==> config.mk <==
export PLATFORM = sky130hd
export DESIGN_NAME = siren_pattern_generator
export DESIGN_NICKNAME = d
export VERILOG_FILES = /design/src/rtl/siren_pattern_generator.sv
export SDC_FILE = /design/constraint.sdc
export NUM_CORES = 1
export LEC_CHECK = 0
export ABC_AREA = 1
export BUFFER_PORTS_ARGS = -buffer_cell sky130_fd_sc_hd__buf_2
export CAP_MARGIN = 20
export CORE_ASPECT_RATIO = 1.4
export CORE_MARGIN = 4
export CORE_UTILIZATION = 62
export CTS_BUF_LIST = sky130_fd_sc_hd__clkbuf_8 sky130_fd_sc_hd__clkbuf_16
export DETAILED_ROUTE_END_ITERATION = 12
export PLACE_DENSITY_LB_ADDON = 0.15
export SYNTH_ARGS = -nofsm -noshare
export SYNTH_HDL_FRONTEND = slang
export SYNTH_SLANG_ARGS = --single-unit
==> constraint.sdc <==
create_clock -name clock -period 2.4 [get_ports clock]
set_clock_uncertainty 0.15 [all_clocks]
set_input_delay 0.36 -clock clock [delete_from_list [all_inputs] [get_ports clock]]
set_output_delay 0.36 -clock clock [all_outputs]
set_load 0.005 [all_outputs]
==> src/rtl/siren_pattern_generator.sv <==
// Purpose: square-wave siren driver (WAIL/YELP/HILO) plus counted CHIRP bursts for the alarm speaker.
// Latency: registered; a request is taken on the next clock edge, first toggle D+1 edges later.
// Backpressure: none; chirpStart while busy is dropped, siren preempts any chirp burst.
module siren_pattern_generator #(
  parameter int SWEEP_WIDTH   = 27,
  parameter int RAMP_BITS     = 7,
  parameter int DIV_WIDTH     = 18,
  parameter int BASE_DIV      = 65536,
  parameter int RAMP_SHIFT    = 9,
  parameter int YELP_SHIFT    = 3,
  parameter int HI_DIV        = 70000,
  parameter int LO_DIV        = 110000,
  parameter int CHIRP_ON_CYC  = 5000000,
  parameter int CHIRP_OFF_CYC = 5000000
) (
  input  logic       clock,
  input  logic       resetN,
  input  logic       siren,
  input  logic [1:0] mode,
  input  logic       chirpStart,
  input  logic [3:0] chirpCount,
  output logic       speaker,
  output logic       busy,
  output logic       done
);

  localparam int PH_MAX = (CHIRP_ON_CYC > CHIRP_OFF_CYC) ? CHIRP_ON_CYC : CHIRP_OFF_CYC;
  localparam int PH_W   = $clog2(PH_MAX + 1);

  localparam logic [31:0]          RAMP_MAX  = (32'd1 << RAMP_BITS) - 32'd1;
  // tone 0 gives the all-ones ramp, i.e. the longest sweep half-period
  localparam logic [DIV_WIDTH-1:0] SWEEP0_DIV = DIV_WIDTH'(BASE_DIV + (RAMP_MAX << RAMP_SHIFT));
  localparam logic [DIV_WIDTH-1:0] HI_D       = DIV_WIDTH'(HI_DIV);
  localparam logic [DIV_WIDTH-1:0] LO_D       = DIV_WIDTH'(LO_DIV);
  localparam logic [PH_W-1:0]      ON_LAST    = PH_W'(CHIRP_ON_CYC - 1);
  localparam logic [PH_W-1:0]      OFF_LAST   = PH_W'(CHIRP_OFF_CYC - 1);

  typedef enum logic [1:0] {IDLE, SIREN, CHIRP_ON, CHIRP_OFF} state_t;

  state_t                 state, state_n;
  logic [SWEEP_WIDTH-1:0] tone, tone_n;
  logic [DIV_WIDTH-1:0]   counter, counter_n;
  logic [1:0]             mode_q, mode_n;
  logic [3:0]             remaining, remaining_n;
  logic [PH_W-1:0]        phase, phase_n;
  logic                   speaker_n, done_n;

  logic [RAMP_BITS-1:0]   ramp;
  logic [DIV_WIDTH-1:0]   sweep_div, siren_div, idle_div;

  // divider for the latched siren pattern at the current tone, and the idle reload for the mode input
  always_comb begin
    ramp      = (mode_q == 2'd1) ? ~tone[SWEEP_WIDTH-2-YELP_SHIFT -: RAMP_BITS]
                                 : ~tone[SWEEP_WIDTH-2 -: RAMP_BITS];
    sweep_div = DIV_WIDTH'(BASE_DIV + (32'(ramp) << RAMP_SHIFT));
    siren_div = (mode_q == 2'd2) ? (tone[SWEEP_WIDTH-2] ? LO_D : HI_D) : sweep_div;
    idle_div  = (mode == 2'd2) ? HI_D : SWEEP0_DIV;
  end

  // next-state and datapath update for the pattern FSM
  always_comb begin
    state_n     = state;
    tone_n      = tone;
    counter_n   = counter;
    mode_n      = mode_q;
    remaining_n = remaining;
    phase_n     = phase;
    speaker_n   = speaker;
    done_n      = 1'b0;
    case (state)
      IDLE: begin
        speaker_n = 1'b0;
        tone_n    = '0;
        counter_n = idle_div;
        phase_n   = '0;
        if (siren) begin
          state_n = SIREN;
          mode_n  = mode;
        end else if (chirpStart) begin
          state_n     = CHIRP_ON;
          remaining_n = (chirpCount == 4'd0) ? 4'd1 : chirpCount;
          counter_n   = HI_D;
        end
      end
      SIREN: begin
        if (!siren) begin
          state_n   = IDLE;
          speaker_n = 1'b0;
          tone_n    = '0;
          counter_n = idle_div;
        end else begin
          tone_n = tone + 1'b1;
          if (counter != '0) begin
            counter_n = counter - 1'b1;
          end else begin
            counter_n = siren_div;
            speaker_n = ~speaker;
          end
        end
      end
      CHIRP_ON: begin
        if (siren) begin
          state_n   = SIREN;
          mode_n    = mode;
          tone_n    = '0;
          counter_n = idle_div;
          speaker_n = 1'b0;
          phase_n   = '0;
        end else if (phase == ON_LAST) begin
          speaker_n = 1'b0;
          phase_n   = '0;
          if (remaining > 4'd1) begin
            state_n     = CHIRP_OFF;
            remaining_n = remaining - 4'd1;
            counter_n   = HI_D;
          end else begin
            state_n   = IDLE;
            done_n    = 1'b1;
            counter_n = idle_div;
          end
        end else begin
          phase_n = phase + 1'b1;
          tone_n  = tone + 1'b1;
          if (counter != '0) begin
            counter_n = counter - 1'b1;
          end else begin
            counter_n = HI_D;
            speaker_n = ~speaker;
          end
        end
      end
      CHIRP_OFF: begin
        speaker_n = 1'b0;
        if (siren) begin
          state_n   = SIREN;
          mode_n    = mode;
          tone_n    = '0;
          counter_n = idle_div;
          phase_n   = '0;
        end else if (phase == OFF_LAST) begin
          state_n = CHIRP_ON;
          phase_n = '0;
        end else begin
          phase_n = phase + 1'b1;
        end
      end
      default: state_n = IDLE;
    endcase
  end

  // state register with synchronous active-low reset
  always_ff @(posedge clock) begin
    if (!resetN) begin
      state     <= IDLE;
      tone      <= '0;
      counter   <= idle_div;
      mode_q    <= 2'd0;
      remaining <= 4'd0;
      phase     <= '0;
      speaker   <= 1'b0;
      done      <= 1'b0;
    end else begin
      state     <= state_n;
      tone      <= tone_n;
      counter   <= counter_n;
      mode_q    <= mode_n;
      remaining <= remaining_n;
      phase     <= phase_n;
      speaker   <= speaker_n;
      done      <= done_n;
    end
  end

  assign busy = (state != IDLE);

endmodule

==> results.toml, run 1 <==
[run_status]
status = "finished clean"

[critical_path]
cp-end-kind = "flip-flop"
r2r_end = "remaining[1]"
path_cells = "inv_1 -> ha_1 -> o21ai_2 -> inv_1 -> nor2_1 -> a21oi_1 -> nor3_2 -> nand2_1 -> o21ai_0 -> a21oi_1"
worstSetupStartpointType = "flip-flop"
critical_path_peak_fanout = 6
critPathKind = "flip-flop to flip-flop"
cp_slowest_cell = "dfxtp_1"
required_ns = 2.47
r2r_cells = 10
critPathArrivalTime_ns = 2.30
timing.rr.start = "remaining[0]"
cp_top_family = "simple AND/OR/NAND/NOR gates"
critical-path-max-stage-delay_ns = 0.37
crit_buf_inv = 2
rrSetupSlack_ns = 0.17

[finish]
final_cell_mix = "213 x nand2_1, 121 x nor2_1, 96 x inv_1"
area_growth_pct = 9.78
mostFrequentLayoutCell = "nand2_1"
antenna_cells = 0
drive_above_1_share_pct = 10.4
nets = 868

[timing]
slew_headroom_pct = 51.6
rsz0062_at_grt = "no"
worst_pin_slew_ns = 0.718
hold_viol = 0
setup_ws_ns = 0.174
period_minus_slack_ns = 2.23
setup_viol = 0
post-route-period-util_pct = 92.7
fmax_ghz = 0.449
hold_slack_ns = 0.166
tns_ns = 0
slew_violations = 0

[die]
rows = 39
io_pins = 13
die_h_um = 117
core_mm2 = 0.00825
die_w_um = 86.0
start_util_pct = 64.1
fp.dieArea_mm2 = 0.0101

[drt]
drt_first_pass_iters = 5
drtIter0Drc = 331
finalWirelength_mm = 13.3
routed-via-count = 5352
wl_per_cell_um = 13.9
drcViolationCount = 0
drtAntennaViolNets = 0
viasPerCell = 5.60

[cts]
root_buffer = "clkbuf_16"
post_cts_buffers = 0
clk_pin_slew_ns = 0.06
cts_num_sinks = 77
insertion_delay_ns = 0.33
cts_tree = "built"
ctsHoldBuffers = 0
cts_buffer_depth = 2
cts_buffers = 9
htree_levels = 3
cts_resized = 0

[global_route]
overflow = 0
grt_pass1_wl_mm = 22.9
antenna_found_initial = 0
grtUsageTotal_pct = 28.3
grt_pass1_vias = 5103
grt_max_degree = 28

[yosys]
synth_seq_cells = 77
netlist_instances = 828
avgSynthCellArea_um2 = 6.38
yosys_warnings = 0
synth.net_count = 848
synth_area_mm2 = 0.00529
seq_area_frac_synth_pct = 32.6
synth.distinct_cells = 41

[pwr]
power_density_mw_per_mm2 = 883
vdd_drop_max_mv = 0.583
cellLeakagePower_nw = 2.52

[placed_design]
place_ws_ns = 0.0994
port_buffers = 12
gp_congestion = 0.944
hpwl_mm = 10.2

[run]
cap_violations = 0

[hold_path]
min_path_type = "input port to flip-flop"
hp-start = "mode[1]"
min_to = "mode_q[1]"
hold-path-cell-count = 3
synth_stat cells (all sizes together):
master | instances | area (um^2)
nor4 | 5 | 31.3
or2 | 5 | 31.3
o31ai | 2 | 15.0
nand4 | 17 | 121
buf | 8 | 61.3
a211oi | 2 | 15.0
nand3 | 83 | 420
nor2 | 138 | 566
o2111ai | 1 | 8.76
a22oi | 2 | 20.0
o22ai | 3 | 18.8
xor2 | 11 | 96.3
nand2 | 221 | 870
o21bai | 2 | 15.0
xnor2 | 4 | 35.0
clkbuf | 9 | 33.8
o21ai | 54 | 270
dfxtp | 59 | 1180
and3 | 1 | 6.26
nor3 | 15 | 124
and2 | 1 | 6.26
edfxtp | 18 | 541
inv | 102 | 383
a21oi | 50 | 254
nand3b | 1 | 7.51
ha | 10 | 125
o211ai | 4 | 30.0
metal layers:
metal	vias to the layer above	global-route usage, %	wire (um)
met1	2392	30.3	5320
met3	44	3.92	485
li1	2745	-	-
met4	0	14.9	493
met2	171	53.2	7010
met5	-	0	0
worst reg2reg max path: cells and delay by family, from the launching register on:
family / cells / cell delay (ns)
flops: 1 / 0.37
buf+inv: 2 / 0.16
simple gates: 3 / 0.63
fa+ha+maj: 1 / 0.24
compound gates: 4 / 0.56
flip-flops by register name, summed over array words and instances, names as in the netlist:
register and count:
state 2, tone 26, remaining 4, mode_q 2, phase 23, counter 18, speaker 1, done 1
through the flow:
step                      instance area, um^2  utilization (%)  std cells  total power [mW]
after floorplan                          5290                -        828              3.16
after global placement                   5480             66.5        939              3.70
after detailed placement                 5480             66.5        939              3.75
after CTS                                5770             70.0        955              5.09
after global routing                     5800             70.4        955              5.50
final                                    5800             70.4        955              5.13
kinds of logic (layout without fill, tap and decap cells):
group	after synthesis	after routing	share of synthesized area, %
fa+ha+maj	10	10	2.37
simple gates	487	487	41.3
flops	77	77	32.6
compound gates	120	120	12.2
xor+xnor	15	15	2.49
buf+inv	119	144	9.04
power by group:
group          internal [mW]  leakage (nW)  switching (mW)
Sequential              1.51         0.676           0.164
Clock                  0.799         0.145           0.522
Combinational          0.727          1.70            1.40
final cells by class:
type                    count  area (um^2)
flip-flops and latches     77         1720
fillers                   741         2440
clock inverters             7         65.1
inverters                 102          383
clock buffers               9          225
repair buffers             26          165
multi-input cells         632         3120
well taps                 102          128
how the worst max path moves through the flow:
stage	slack (ns)	end	start	depth (start not counted)
after CTS	0.09	counter[4]	counter[8]	10
after global routing	0.02	counter[11]	counter[0]	12
after detailed placement	0.1	counter[4]	counter[8]	10
after floorplan	0.46	counter[10]	phase[0]	12
final	0.17	remaining[1]	remaining[0]	10
after global placement	0.09	counter[4]	counter[8]	10
Note: power is estimated with default switching activity, not from simulation.
==> run 2: changes to the inputs <==
--- a/config.mk
+++ b/config.mk
@@ -5,7 +5,6 @@
 export SDC_FILE = /design/constraint.sdc
 export NUM_CORES = 1
 export LEC_CHECK = 0
-export ABC_AREA = 1
 export BUFFER_PORTS_ARGS = -buffer_cell sky130_fd_sc_hd__buf_2
 export CAP_MARGIN = 20
 export CORE_ASPECT_RATIO = 1.4
==> run 2 against run 1 <==
The run now ends with negative setup slack left. Routed wire length down 5.9%. Via count down 12%. Utilization up 7.7 points. Sequential share of layout area up 0.33 points. Clock power down 24%. Critical path type unchanged.
==> results.toml, run 2 <==
[run_status]
status = "finished with violations"
violations = "negative setup slack"

[hold_path]
hold-path-cell-count = 3
min_path_type = "input port to flip-flop"

[global_route]
overflow = 0
grt_max_degree = 20
antenna_found_initial = 0
grtUsageTotal_pct = 28.4
grt_pass1_wl_mm = 20.6
grt_pass1_vias = 4556

[timing]
slew_headroom_pct = 61.7
period_minus_slack_ns = 2.79
setup_viol = 19
hold_slack_ns = 0.133
slew_violations = 0
hold_viol = 0
post-route-period-util_pct = 116
rsz0062_at_grt = "yes"
fmax_ghz = 0.358
setup_ws_ns = -0.393
worst_pin_slew_ns = 0.570

[finish]
final-instance-count-excl-fill = 760
largest_register_ffs = 26
largestRegisters = "tone x26, phase x23, counter x18"
mostFrequentLayoutCell = "buf_4"
design_area_mm2 = 0.00575
nets = 678
drive_above_1_share_pct = 21.4
antenna_cells = 0
regMostFlops = "tone"
area_growth_pct = 22.2
final_cell_mix = "73 x buf_4, 67 x nor2_1, 57 x dfxtp_1"

[yosys]
synth_seq_cells = 77
ys.flop_type = "dfxtp_1"
seq_area_frac_synth_pct = 36.6
yosys_warnings = 0
avgSynthCellArea_um2 = 8.04
synth_top_area_share_pct = 25.1
netlist_instances = 585
synth.most_common_cell = "nor2_1"
synth_area_mm2 = 0.00470
synthTopCellsByArea = "dfxtp_1 25%, edfxtp_1 11%, o21ai_0 6.6%"
synth.distinct_cells = 54
synth_edf_count = 18
synth_top_cell_by_area = "dfxtp_1"
async_flop_share_pct = 0
synth.net_count = 605
yosys-top-cells-count = "69 x nor2_1, 62 x o21ai_0, 59 x dfxtp_1"

[drt]
drtAntennaViolNets = 0
finalWirelength_mm = 12.5
routed-via-count = 4735
viasPerCell = 6.23
drtIter0Drc = 284
drcViolationCount = 0
wl_per_cell_um = 16.5
drt_first_pass_iters = 5

[cts]
cts_num_sinks = 77
cts_buffer_depth = 2
clk_pin_slew_ns = 0.08
cts_buffers = 9
root_buffer = "clkbuf_8"
ctsHoldBuffers = 0
htree_levels = 3
cts_tree = "built"
insertion_delay_ns = 0.36

[critical_path]
cp-end-kind = "flip-flop"
critPathKind = "flip-flop to flip-flop"
required_ns = 2.36
critical_path_peak_fanout = 5
worstSetupStartpointType = "flip-flop"
critPathArrivalTime_ns = 2.75
r2r_cells = 7

[pwr]
finalPower_mw = 3.42
vdd_drop_max_mv = 0.486
power_density_mw_per_mm2 = 595
cellLeakagePower_nw = 2.13

[die]
fp.dieArea_mm2 = 0.00906
core_mm2 = 0.00736
die_w_um = 81.6
die_h_um = 111
rows = 37
start_util_pct = 63.9
io_pins = 13

[placed_design]
gp_congestion = 0.924
port_buffers = 12
dp_cells = 738
hpwl_mm = 9.14
placed_cell_area_mm2 = 0.00536

[run]
cap_violations = 0
-- run 2: cell types whose count changed after synthesis, moves of 20 or more --
cell,change
a21oi_1,-20
a31oi_1,+25
inv_1,-78
nand2_1,-165
nand3_1,-65
nor2_1,-54
-- run 2: power by group --
part	leakage [nW]	total [mW]	internal, mW	switching [mW]
Sequential	0.676	1.46	1.40	0.0602
Combinational	1.35	0.959	0.435	0.524
Clock	0.107	1.00	0.529	0.472
-- run 2: final cells by class --
type	instances	area [um^2]
sequential	77	1720
clock inverter	6	51.3
tap	97	121
inverter	18	67.6
fill	537	1610
multi-input combinational	461	2950
clock buffer	10	149
timing repair buffer	91	684
-- run 2: final timing paths --
check | startpoint | endpoint | slack [ns]
setup / recovery | counter[5] | counter[6] | -0.39
hold / removal | mode[0] | mode_q[0] | 0.13
setup reg to reg | counter[5] | counter[6] | -0.39
hold reg to reg | tone[6] | tone[6] | 0.32
-- run 2: cell families (layout without fill, tap and decap cells) --
kind of cell	count (synthesis)	count (layout)	synth area share [%]
simple gates	235	235	25.7
compound gates	174	174	23.0
flops	77	77	36.6
buf+inv	47	125	3.86
xor+xnor	32	32	5.96
fa+ha+maj	10	10	2.66
mux	10	10	2.21
-- run 2: metal layers --
| metal | part of all wire [%] | track usage (%) | up-vias |
|---|---|---|---|
| met4 | 2.5 | 12.4 | 0 |
| met1 | 40 | 32.4 | 2257 |
| met2 | 54 | 50.6 | 126 |
| met5 | 0 | 0 | - |
| li1 | - | - | 2319 |
| met3 | 3.9 | 4.31 | 33 |
-- run 2: per-stage QoR --
step           util (%)  worst slack (ns)  TNS [ns]
6_report           78.1            -0.393     -5.83
5_1_grt            78.1            -0.456     -7.51
4_1_cts            76.6            -0.366     -5.43
3_5_place_dp       72.8            -0.489     -7.13
3_3_place_gp       72.8            -0.381     -5.80
2_1_floorplan         -            -0.420     -6.60
-- run 2: what timing repair did --
item                                   CTS  global route
pin swaps                               10             4
setup buffers                            5             1
gates resized for setup                 15            20
setup endpoints to repair               19            61
endpoints found under the hold margin    0             0
-- run 2: critical path, stage by stage, from the launching register on --
cell and delay, ns:
edfxtp_1 0.39, or4_4 0.55, or4_4 0.51, nor4b_4 0.25, buf_6 0.17, mux2_4 0.31, a31oi_4 0.12, a21oi_1 0.08
